===== config.mk =====
export PLATFORM = sky130hd
export DESIGN_NAME = icache
export DESIGN_NICKNAME = d
export VERILOG_FILES = /design/src/rtl/icache.sv
export SDC_FILE = /design/constraint.sdc
export NUM_CORES = 1
export LEC_CHECK = 0
export CAP_MARGIN = 20
export CORE_ASPECT_RATIO = 0.5
export CORE_MARGIN = 8
export CORE_UTILIZATION = 28
export CTS_BUF_LIST = sky130_fd_sc_hd__clkbuf_8
export CTS_CLUSTER_DIAMETER = 200
export CTS_CLUSTER_SIZE = 28
export DETAILED_ROUTE_END_ITERATION = 16
export PLACE_DENSITY_LB_ADDON = 0.05
export SETUP_SLACK_MARGIN = 0.4
export SLEW_MARGIN = 15
export SYNTH_ARGS = -nofsm -noshare
export SYNTH_HDL_FRONTEND = slang
export SYNTH_SLANG_ARGS = --single-unit

===== constraint.sdc =====
create_clock -name clk_in -period 10 [get_ports clk_in]
set_clock_uncertainty 0.15 [all_clocks]
set_input_delay 1.5 -clock clk_in [delete_from_list [all_inputs] [get_ports clk_in]]
set_output_delay 1.5 -clock clk_in [all_outputs]
set_load 0.01 [all_outputs]

===== src/rtl/icache.sv =====
// rtl/icache.sv - direct-mapped one-word-per-line instruction cache with flush and performance counters
//
// Parameters:
//   INDEX_WIDTH  log2 of the number of one-word lines
// Ports:
//   clk_in, rst_in            clock, synchronous active-low reset
//   rdy_in                    global enable; low holds every register
//   flush                     misprediction flush
//   fe_en, fe_addr            fetch request from the decoder
//   fe_rdy, fe_data           one-cycle response pulse and instruction word
//   mem_en, mem_addr          word read request towards the memory controller
//   mem_rdy, mem_data         memory read response
//   hit_cnt, miss_cnt         wrapping performance counters

module icache #(
    parameter int INDEX_WIDTH = 4
) (
    input  logic        clk_in,
    input  logic        rst_in,
    input  logic        rdy_in,
    input  logic        flush,
    input  logic        fe_en,
    input  logic [31:0] fe_addr,
    output logic        fe_rdy,
    output logic [31:0] fe_data,
    output logic        mem_en,
    output logic [31:0] mem_addr,
    input  logic        mem_rdy,
    input  logic [31:0] mem_data,
    output logic [31:0] hit_cnt,
    output logic [31:0] miss_cnt
);

    localparam int LINES = 1 << INDEX_WIDTH;
    localparam int TAG_W = 30 - INDEX_WIDTH;

    typedef enum logic [1:0] {
        IDLE    = 2'd0,
        MISS    = 2'd1,
        RESPOND = 2'd2,
        DRAIN   = 2'd3
    } state_t;

    state_t state;

    logic [LINES-1:0] valid;
    logic [TAG_W-1:0] tag_mem  [LINES];
    logic [31:0]      data_mem [LINES];

    logic [INDEX_WIDTH-1:0] fe_idx;
    logic [TAG_W-1:0]       fe_tag;
    logic [INDEX_WIDTH-1:0] fill_idx;
    logic [TAG_W-1:0]       fill_tag;
    logic                   hit;

    // Byte offset of the fetch address has no meaning for a word cache.
    logic unused_offset;
    assign unused_offset = &{1'b0, fe_addr[1:0]};

    assign fe_idx = fe_addr[INDEX_WIDTH+1:2];
    assign fe_tag = fe_addr[31:INDEX_WIDTH+2];

    // A fill always targets the latched request address, not the live
    // fetch address, because the decoder may move on after a flush.
    assign fill_idx = mem_addr[INDEX_WIDTH+1:2];
    assign fill_tag = mem_addr[31:INDEX_WIDTH+2];

    assign hit = valid[fe_idx] && (tag_mem[fe_idx] == fe_tag);

    always_ff @(posedge clk_in) begin
        if (!rst_in) begin
            state    <= IDLE;
            valid    <= '0;
            fe_rdy   <= 1'b0;
            fe_data  <= '0;
            mem_en   <= 1'b0;
            mem_addr <= '0;
            hit_cnt  <= '0;
            miss_cnt <= '0;
        end else if (rdy_in) begin
            case (state)
                IDLE: begin
                    fe_rdy <= 1'b0;
                    // A flush in the same cycle as a request drops it entirely.
                    if (fe_en && !flush) begin
                        if (hit) begin
                            fe_data <= data_mem[fe_idx];
                            hit_cnt <= hit_cnt + 32'd1;
                            fe_rdy  <= 1'b1;
                            state   <= RESPOND;
                        end else begin
                            mem_addr <= {fe_addr[31:2], 2'b00};
                            miss_cnt <= miss_cnt + 32'd1;
                            mem_en   <= 1'b1;
                            state    <= MISS;
                        end
                    end
                end

                MISS: begin
                    if (mem_rdy) begin
                        valid[fill_idx]    <= 1'b1;
                        tag_mem[fill_idx]  <= fill_tag;
                        data_mem[fill_idx] <= mem_data;
                        mem_en             <= 1'b0;
                        if (flush) begin
                            // Line is still worth keeping, only the response is dropped.
                            state <= IDLE;
                        end else begin
                            fe_data <= mem_data;
                            fe_rdy  <= 1'b1;
                            state   <= RESPOND;
                        end
                    end else if (flush) begin
                        // The memory controller cannot cancel a read, so wait it out.
                        state <= DRAIN;
                    end
                end

                RESPOND: begin
                    fe_rdy <= 1'b0;
                    state  <= IDLE;
                end

                DRAIN: begin
                    if (mem_rdy) begin
                        valid[fill_idx]    <= 1'b1;
                        tag_mem[fill_idx]  <= fill_tag;
                        data_mem[fill_idx] <= mem_data;
                        mem_en             <= 1'b0;
                        state              <= IDLE;
                    end
                end

                default: begin
                    fe_rdy <= 1'b0;
                    mem_en <= 1'b0;
                    state  <= IDLE;
                end
            endcase
        end
    end

endmodule


=== Word level (Yosys, flattened, before mapping) ===
Memory sizes are Yosys's and may differ from the RTL's.
Cells that the tools add are included.

* Memories kept: 2
* Logic and storage cells: 83
* RAM bits: 928
* Bits in registers: 146
* Input bits: 70

{| class="wikitable"
|+ Memory list
! name !! words !! bits a word !! read ports !! clocked after memory_dff !! write ports !! RTL line !! text
|-
| data_mem || 16 || 32 || 1 || 0 || 1 || 48 || <nowiki>logic [31:0] data_mem [LINES];</nowiki>
|-
| tag_mem || 16 || 26 || 1 || 0 || 1 || 47 || <nowiki>logic [TAG_W-1:0] tag_mem [LINES];</nowiki>
|}

* Mux-type cells: 36
* Equal/unequal tests: 12
* Bitwise operators: 4
* Add/sub/neg operators: 2
* Magnitude comparators: 3
* Reduce and logical (&&, ||, !) cells: 16

{| class="wikitable"
|+ Operators by type and width
! cell !! count
|-
| $mux W32 || 5
|-
| $add A32 B1 Y32 const B || 2
|-
| $pmux W32 S2 || 1
|-
| $eq A26 B26 Y1 || 1
|-
| $mux W26 || 1
|-
| $mux W1 || 18
|-
| $or A16 B16 Y16 || 1
|-
| $reduce_and A4 Y1 || 4
|-
| $mux W2 || 6
|-
| $ne A2 B2 Y1 const B || 6
|-
| $lt A4 B5 Y1 const B || 2
|-
| $pmux W2 S4 || 1
|-
| $reduce_and A6 Y1 || 1
|-
| $reduce_and A5 Y1 || 1
|-
| $bmux W1 S4 || 1
|-
| $demux W1 S4 || 1
|-
| $eq A2 B2 Y1 const B || 2
|-
| $ge A4 B1 Y1 const B || 1
|-
| $reduce_bool A2 Y1 || 2
|-
| $logic_and A1 B1 Y1 || 3
|-
| $ne A3 B3 Y1 const B || 1
|-
| $pmux W1 S3 || 1
|-
| $reduce_and A3 Y1 || 1
|-
| $reduce_bool A3 Y1 || 1
|-
| 8 further kinds || 9
|}

=== Depth between registers and ports, before layout ===
* Word-level depth: 6
* Gate-level depth with buffers: 16
* Mapped depth without buffers: 9

=== Worst setup path before layout ===
OpenSTA, ideal clock, no wires.

* Kind: input port to flip-flop
* Start: in rst_in
* End: mem data_mem[3][0], enable pin
* Data required time: 9.374 ns
* Stages: 3
* Path slack: 4.941 ns
* Arrival time: 4.433 ns
* Path buffers: 1
* Cell sequence: clkbuf_1 nand3_1 nor2_1

* Cells in the longest elaborated chain, start to end: 3
* Elaborated cells on any way between the ends: 5
* Those cells by class: mux (4); bitwise (1)

{| class="wikitable"
|+ Ends and longest elaborated chain
! what !! RTL line !! text
|-
| from (decl) || 19 || <nowiki>input logic rst_in,</nowiki>
|-
| $mux W1 || 71 || <nowiki>if (!rst_in) begin</nowiki>
|-
| $mux W1 (on tied branches) || 104, 129 ||
|-
| $or A1 B1 Y1 (no source line) * || - ||
|-
| to (decl) || 48 ||
|}

Every way passes the cells marked *; elsewhere a longest branch is shown, timed or not.

=== Worst setup path after layout ===
* Start: in fe_addr[2]
* End: reg fe_data[21]

* Cells in the longest elaborated chain, start to end: 5
* Elaborated cells on any way between the ends: 11
* Those cells by class: eq/ne (2); mux (5); reduce/logical (2); memory (2)

{| class="wikitable"
|+ Ends and longest elaborated chain
! what !! RTL line !! text
|-
| from (decl) || 23 || <nowiki>input logic [31:0] fe_addr,</nowiki>
|-
| $mem_v2 Z16 W26 / $bmux W1 S4 (equally long branches) || - ||
|-
| $eq A26 B26 Y1 / $mux W1 (equally long branches) || 68 || <nowiki>assign hit = valid[fe_idx] && (tag_mem[fe_idx] == fe_tag);</nowiki>
|-
| $logic_and A1 B1 Y1 || 68 ||
|-
| $ne A2 B2 Y1 (no source line) || - ||
|-
| $reduce_and A6 Y1 (no source line) || - ||
|-
| to (signal assigned) || 87 || <nowiki>fe_data <= data_mem[fe_idx];</nowiki>
|-
| to (signal assigned) || 110 || <nowiki>fe_data <= mem_data;</nowiki>
|-
| to (decl) || 25 || <nowiki>output logic [31:0] fe_data,</nowiki>
|}

Parallel ways exist; a longest one is shown, timed or not. The select of a mux whose other input is x is not followed.
A chain may end at the register's enable or synchronous reset.

==> flow_summary.ini <==
[synth]
yosys_warnings = 0
synth-edff-count = 928
ys_types = 69
synth_area_per_cell_sq_um = 18.54
synth-seq-cells = 1074
async_reset_ff_share_pct = 0
synth_area_leaders = edfxtp_1 (65%), mux4_2 (12%), dfxtp_1 (6.8%), mux2i_1 (3.9%), nand2_1 (1.4%)
synth_top_area_share_pct = 64.96
ys_seq_area_share_pct = 71.77
synth_area_leader_cell = edfxtp_1
syn_inst = 2314
syn_area_sq_um = 42900
synthFlopType = edfxtp_1

[layout]
fill_cells = 14730
area_growth_pct = 12.30
final_cells = 4567
design_area_sq_um = 48180
multi_input_area_sq_um = 11520
seq_area_sq_um = 30790
fin_nets = 2544
drive_gt1_share_pct = 16.79
final_util_pct = 31.72

[critical_path]
crit_slowest_cell = and2_2
crit_fanout = 46
crit_cells = 12
worst-path-buf-inv = 3
start_kind = primary input
critical_path.top_delay_family = compound AO/OA/AOI/OAI gates
cp.required_ps = 10570
max_stage_delay_ps = 1000
crit_path_end_kind = register
reg2reg_from = tag_mem[13][5]
cp-startpoint = fe_addr[2]
cpMostUsedCell = buf_4
crit_type = primary input to register
crit_chain = buf_8, buf_4, nor2_2, buf_4, a22o_1, a211oi_1, xnor2_1, nand4_1, or4b_1, o41ai_2, and2_2, o221a_2
crit_arrival_ps = 6860
r2r_cells = 8

[pwr]
p_leak_nw = 15.38
p_per_area_nw_per_um2 = 150.7
power_mw = 7.258
ir_drop_mv = 0.09113

[hold_path]
whs_path_depth = 1
hp-class = register to register
min_from = valid[14]

[floorplanning]
die_y_microns = 292.8
die_width_microns = 569.6
num_io_pins = 200
die_area_sq_um = 166800
core_sq_um = 151900
floorplan.initialDensity_pct = 28.24
rows = 101

[drt]
routed-via-count = 22200
first_pass_iters = 5
ant_nets = 0
avgViaCountPerCell = 4.860
wirelength_microns = 126100
drtIter0Drc = 1753
drt-wirelength-per-cell_microns = 27.61
drc = 0

[job]
maxCapViolations = 0

[clock_tree]
hold_buffers = 0
postCtsSetupBuffers = 0
path_clk_slew_ps = 170
cts_resized = 0
root_buffer = clkbuf_8
clk_latency_ps = 810
clock_sinks = 1074
cts_tree = yes
htreeDepth = 2
clk_path_buf_depth = 3
cts_buffers = 44

[grt]
grt_pass1_vias = 22790
grt_pass1_wl_microns = 179100
overflow = 0
grt.total_usage_pct = 14.72
antenna_found_initial = 12
grt_start_max_net_pins = 129

[placed_design]
dpl_cell_area_sq_um = 47380
pre_cts_ws_ps = 2766
place_congestion = 0.6881
dp.cells = 4482
hpwl_microns = 67130
numPortBuffers = 195

[sta]
hold_violations = 0
rsz0062_at_grt = no
fin_ws_ps = 3716
fin_crit_sh_pct = 62.84
tns_ps = 0
max_slew.worst_pin.slew_ps = 1173
setup_violations = 0
final.min_clock_period_ps = 6284
fin_hold_ws_ps = 317.1
drv_slew = 0
fmax_mhz = 159.1
slew_headroom_pct = 21.82

[outcome]
outcome = finished clean
-- cells in the mapped netlist (19+ instances only) --
cell,n
dfxtp_1,146
nand2_1,160
nand4_1,29
nand2b_1,39
clkbuf_1,74
or4_1,21
edfxtp_1,928
a22oi_1,26
o41ai_1,25
nor2_1,39
nand3_1,29
mux2i_1,167
buf_1,19
o221a_2,29
mux4_2,237
buf_2,30
-- cells in the final DEF (no fill, tap or decap), drive strengths merged, types with 26 or more instances in the layout --
| master | netlist | layout |
|---|---|---|
| nand4 | 29 | 29 |
| dfxtp | 146 | 146 |
| o41ai | 28 | 28 |
| mux4 | 237 | 237 |
| clkdlybuf4s50 | 0 | 190 |
| inv | 14 | 50 |
| buf | 70 | 58 |
| nand2 | 160 | 160 |
| edfxtp | 928 | 928 |
| clkbuf | 74 | 47 |
| mux2i | 167 | 167 |
| nand3 | 29 | 29 |
| o221a | 29 | 29 |
| nor2 | 39 | 39 |
| nand2b | 39 | 39 |
| a22oi | 26 | 26 |
-- worst paths after layout --
| kind | slack, ps | endpoint |
|---|---|---|
| max | 3720 | fe_data[21] |
| min | 320 | valid[14] |
| max reg2reg | 5210 | fe_data[21] |
| min reg2reg | 320 | valid[14] |
-- per-layer routing --
layer / wire length, microns / up-vias / track usage [%]
li1: - / 9733 / -
met1: 60640 / 12120 / 21.25
met2: 60540 / 263 / 24.36
met3: 3375 / 78 / 1.584
met4: 1547 / 2 / 2.367
met5: 13 / - / 0
-- logic make-up after synthesis --
kind of cell             share of synthesized area [%]
AO/OA/AOI/OAI                                    4.270
other                                         0.008741
buffers and inverters                            1.741
multiplexers                                     16.42
XOR/XNOR                                        0.6125
adder cells (fa/ha/maj)                         0.1750
flip-flops                                       71.77
AND/OR/NAND/NOR                                  5.008
-- flip-flops by register name, indices dropped and copies added, names as in the netlist --
register / cells
data_mem: 512
tag_mem: 416
fe_data: 32
hit_cnt: 32
miss_cnt: 32
mem_addr: 30
valid: 16
state: 2
fe_rdy: 1
mem_en: 1
-- final cells by class --
class	count	share of cell area, %
sequential	1074	63.91
multi-input combinational	1082	23.92
tap	2060	5.350
timing repair buffer	251	5.051
clock buffer	45	1.286
clock inverter	35	0.3376
inverter	15	0.1221
antenna	5	0.02597
-- where the power goes --
group	internal [mW]	total [mW]	leakage, nW	switching [mW]
Combinational	0.220	0.535	4.71	0.315
Clock	0.437	1.82	0.516	1.39
Sequential	4.87	4.90	10.1	0.0295
No activity file was read; power rests on OpenSTA's default activity.
==> patch 1 (same settings) <==
Change the parameter `INDEX_WIDTH` from 4 to 2.
--- a/src/rtl/icache.sv
+++ b/src/rtl/icache.sv
@@ -13,7 +13,7 @@
 //   hit_cnt, miss_cnt         wrapping performance counters
 
 module icache #(
-    parameter int INDEX_WIDTH = 4
+    parameter int INDEX_WIDTH = 2
 ) (
     input  logic        clk_in,
     input  logic        rst_in,
Function: not settled (the Yosys comparison gave no result); the edit may change what the design does.
==> patch 1 against the original RTL <==
Non-clock buffer count shrank 41; critical path depth is 2 lower; core utilization increased by 2.3 points; setup slack better by 280 ps; worst hold slack better by 6.3 ps; cell area down 62%; total power decreased by 65%; routed wire length is 65% lower; area after synthesis shrank 64%; critical path type unchanged; register-to-register slack gained 320 ps; sequential cell count fell by 700.
==> patch 1: results (changes against the original RTL) <==
status finished, final reports clean (unchanged); port bufs 195 (unchanged); Yosys cell types 60 (was 69); Clock Path Buffers 3 (unchanged); HP Class reg2reg (unchanged); Filler cells 5,307 (was 14,730); slowest CP cell o21ai_4 (was and2_2); number of synthesized flops with an enable pin 240 (was 928); Overall Global Routing Usage 0.1334 (was 0.1472); post-synthesis sequential area ratio 0.6410 (was 0.7177); post-CTS setup buffer count 0 (unchanged); total CTS buffers 17 (was 44); Detailed Place HPWL 27,600 um (was 67,130 um); First-pass DRT Iterations 4 (was 5); largest net degree at the start of global routing 68 (was 129); vias in the first global route 10,030 (was 22,790); cell leakage power 5.785 nW (was 15.38 nW); synth cell count leaders edfxtp_1, dfxtp_1, nand2_1, nor2_1, mux2i_1 (was edfxtp_1, mux4_2, mux2i_1, nand2_1, dfxtp_1); NumNets Final 1,361 (was 2,544); Top FF cell, synth edfxtp_1 (unchanged); Worst path top cell family by delay buffers and inverters (was compound AO/OA/AOI/OAI gates); Clock transition at path regs 170 ps (about the same); CTS resizes 0 (unchanged); drt first-iter violations 494 (was 1,753); final RePlAce weighted congestion 0.7273 (was 0.6881); share of cells above drive strength 1 0.08037 (was 0.1679); routed wire length per instance 21.51 um (was 27.61 um); relative max-transition margin 0.2931 (was 0.2182); biggest regs data_mem x128, tag_mem x112 (was data_mem x512, tag_mem x416); CTS root buffer clkbuf_8 (unchanged); Max FO, Critical Path 35 (was 46); CTS H-tree depth 1 (was 2); synth warn 0 (unchanged); vias per cell 4.828 (was 4.860); Skew-Pair Late Insertion Delay 630 ps (was 810 ps); Worst EP arrival 6380 ps (was 6860 ps); initial antenna violation count 0 (was 12); max incr delay on CP 1070 ps (was 1000 ps); largest cells by area after synthesis edfxtp_1, dfxtp_1, mux4_2 (was edfxtp_1, mux4_2, dfxtp_1); first-pass GRT wire length 65,870 um (was 179,100 um); VDD IR max 74.14 uV (was 91.13 uV); fraction of registers with async set/reset 0 (unchanged); antenna cells 0 (was 5)
## patch 1: cells by family after synthesis
kind of cell / synth area share
AO/OA/AOI/OAI: 0.07939
XOR/XNOR: 0.02895
adder cells (fa/ha/maj): 0.004866
buffers and inverters: 0.02327
flip-flops: 0.6410
multiplexers: 0.1132
other: 0.0002431
AND/OR/NAND/NOR: 0.1091
## patch 1: path summary, 6_finish.rpt
kind                  startpoint    endpoint  slack (ps)  cells past startpoint
setup / recovery      fe_addr[2]  fe_data[1]        4000                     10
hold / removal          valid[0]    valid[0]         320                      1
setup reg to reg  tag_mem[3][18]  fe_data[1]        5530                      9
hold reg to reg         valid[0]    valid[0]         320                      1
## patch 1: report_power, final
group          switching (mW)  internal, mW
logic                   0.124        0.0979
registers              0.0132          1.65
clock network           0.487         0.168
## patch 1: routing by layer
layer,wire length (um),GRT usage,up-vias
met3,1218,0.01865,33
met1,19240,0.1673,5036
met4,550,0.02013,0
met2,22820,0.2476,118
met5,0,0,-
li1,-,-,4652
## patch 1: cell type report
type | instances | area share
Sequential cell | 374 | 0.5365
Multi-Input combinational cell | 674 | 0.2837
Timing Repair Buffer | 210 | 0.1116
Tap cell | 744 | 0.05050
Clock buffer | 17 | 0.01269
Clock inverter | 11 | 0.003326
Inverter | 8 | 0.001697
## patch 1: stage by stage
step / hold WS, ps / worst slack, ps / instances / util / instance area, um2
finish: 323.4 / 3998 / 2038 / 0.3405 / 18430
global route: 342.6 / 3524 / 2038 / 0.3405 / 18430
CTS: 324.5 / 3877 / 2038 / 0.3405 / 18430
detailed placement: 287.2 / 3197 / 2010 / 0.3351 / 18140
global placement: 276.9 / 3189 / 2010 / 0.3351 / 18140
floorplan: 271.1 / 2971 / 1127 / - / 15430
==> patch 2 (same settings) <==
Without the edit above. Put one more register stage on the output `miss_cnt`, with the module's reset. The value now appears one clock later. The other outputs are not delayed to match.
--- a/src/rtl/icache.sv
+++ b/src/rtl/icache.sv
@@ -41,6 +41,8 @@
         DRAIN   = 2'd3
     } state_t;
 
+    logic [31:0] miss_cnt_s0;
+
     state_t state;
 
     logic [LINES-1:0] valid;
@@ -76,7 +78,7 @@
             mem_en   <= 1'b0;
             mem_addr <= '0;
             hit_cnt  <= '0;
-            miss_cnt <= '0;
+            miss_cnt_s0 <= '0;
         end else if (rdy_in) begin
             case (state)
                 IDLE: begin
@@ -90,7 +92,7 @@
                             state   <= RESPOND;
                         end else begin
                             mem_addr <= {fe_addr[31:2], 2'b00};
-                            miss_cnt <= miss_cnt + 32'd1;
+                            miss_cnt_s0 <= miss_cnt_s0 + 32'd1;
                             mem_en   <= 1'b1;
                             state    <= MISS;
                         end
@@ -141,5 +143,13 @@
         end
     end
 
+    always_ff @(posedge clk_in) begin
+        if (!rst_in) begin
+            miss_cnt <= '0;
+        end else begin
+            miss_cnt <= miss_cnt_s0;
+        end
+    end
+
 endmodule
 
Check against the original RTL: not settled (the Yosys comparison gave no result); the edit may change what the design does.
==> patch 2 against the original RTL <==
Global-route usage fell by 0.16 points; total power grew 2.1%; combinational power fell by 2%; sequential share of layout area grew 0.99 points; area after synthesis rose by 0.47%; final cell count fell by 0.20%; sequential cell count increased by 32; cell area up 0.52%; register-to-register slack improved by 460 ps; setup slack improved by 240 ps; first-iteration DRC count is 13% lower; count of clock-buffer cells in the layout grew 1; routed wire length shrank 1.1%; critical path type unchanged; critical endpoint is now fe_data[3]; largest cell class unchanged.
==> patch 2: results (changes against the original RTL) <==
Filler cells 14,690 (was 14,730); #FFs+latches synth 1,106 (was 1,074); Worst EP arrival 6620 ps (was 6860 ps); Layout clock buffers 46 (was 45); Non-Filler Instances 4,558 (was 4,567); Yosys cell types 60 (was 69); antenna cells 2 (was 5); P_seq 5.02 mW (was 4.90 mW); xor and xnor area share after synthesis 0.01016 (was 0.006125); first-pass GRT wire length 177,200 um (was 179,100 um); multi-input combinational area share 0.2272 (was 0.2392); multi-input gates 1,005 (was 1,082); dpl ws 3014 ps (was 2766 ps); worst-margin pin slew 1098 ps (was 1173 ps); multiplexer share of the synthesized area 0.1579 (was 0.1642); Post-Synth Adder-Cell Area 0.001742 (was 0.001750); vias in the first global route 22,580 (was 22,790); post-synthesis sequential area ratio 0.7292 (was 0.7177); drt first-iter violations 1,532 (was 1,753); Placed Area 47,600 um2 (was 47,380 um2); cell leakage power 15.51 nW (was 15.38 nW); total CTS buffers 45 (was 44); core footprint 152,300 um2 (was 151,900 um2); status finished, final reports clean (unchanged); share of cells above drive strength 1 0.1855 (was 0.1679); # placed instances 4,472 (was 4,482); largest cells by area after synthesis edfxtp_1, mux4_2, dfxtp_1 (unchanged); reg2reg start tag_mem[1][18] (was tag_mem[13][5]); pwr dens 153.0 nW/um2 (was 150.7 nW/um2); First-pass DRT Iterations 6 (was 5); Min-Delay Startpoint valid[7] (was valid[14]); M1 WL 59,640 um (was 60,640 um); NumNets Final 2,536 (was 2,544); cells after synthesis 2,293 (was 2,314); NonClk Buf Share 0.05007 (was 0.05051); inverters 50 (was 15); reg2reg path depth 11 (was 8); initial antenna violation count 3 (was 12); Reg2Reg Capture Point fe_data[3] (was fe_data[21]); met3 routed WL 3696 um (was 3375 um); Final Critical Period 6046 ps (was 6284 ps); count of non-CTS buffers in the layout 252 (was 251); synth cell count leaders edfxtp_1, mux4_2, dfxtp_1, nor2_1, nand2_1 (was edfxtp_1, mux4_2, mux2i_1, nand2_1, dfxtp_1); final RePlAce weighted congestion 0.6725 (was 0.6881); Sw Share 0.2373 (was 0.2386); final core utilization 0.3180 (was 0.3172); sequential share of cell area 0.6490 (was 0.6391); Max FO, Critical Path 71 (was 46)
## patch 2: changes by cell type after synthesis, moves of 34 or more
cell and delta:
mux4_2 +38, inv_1 +35, nand2b_1 -34, nor2_1 +59, nand3_1 +35, nand2_1 -75
a21oi_1 +43, o21ai_0 +35, mux2i_1 -118
## patch 2: metal layers
layer | track usage | up-vias
li1 | - | 9509
met1 | 0.2094 | 11850
met2 | 0.2445 | 301
met3 | 0.01590 | 68
met4 | 0.01773 | 6
met5 | 0 | -
## patch 2: worst min path at each step
stage / end / slack (ps) / depth (start not counted)
2_1_floorplan: valid[12] / 270 / 1
3_3_place_gp: valid[11] / 280 / 1
4_1_cts: valid[13] / 320 / 1
3_5_place_dp: valid[13] / 290 / 1
6_report: valid[7] / 320 / 1
5_1_grt: valid[12] / 340 / 1
## patch 2: critical path, stage by stage
cell and delay (ps):
clkbuf_8 690, buf_4 590, mux4_2 580, mux4_2 480
xnor2_1 550, nand3_2 180, nor4_4 310, buf_4 370
nand3_1 190, a21oi_4 170, buf_4 540, o221a_2 300
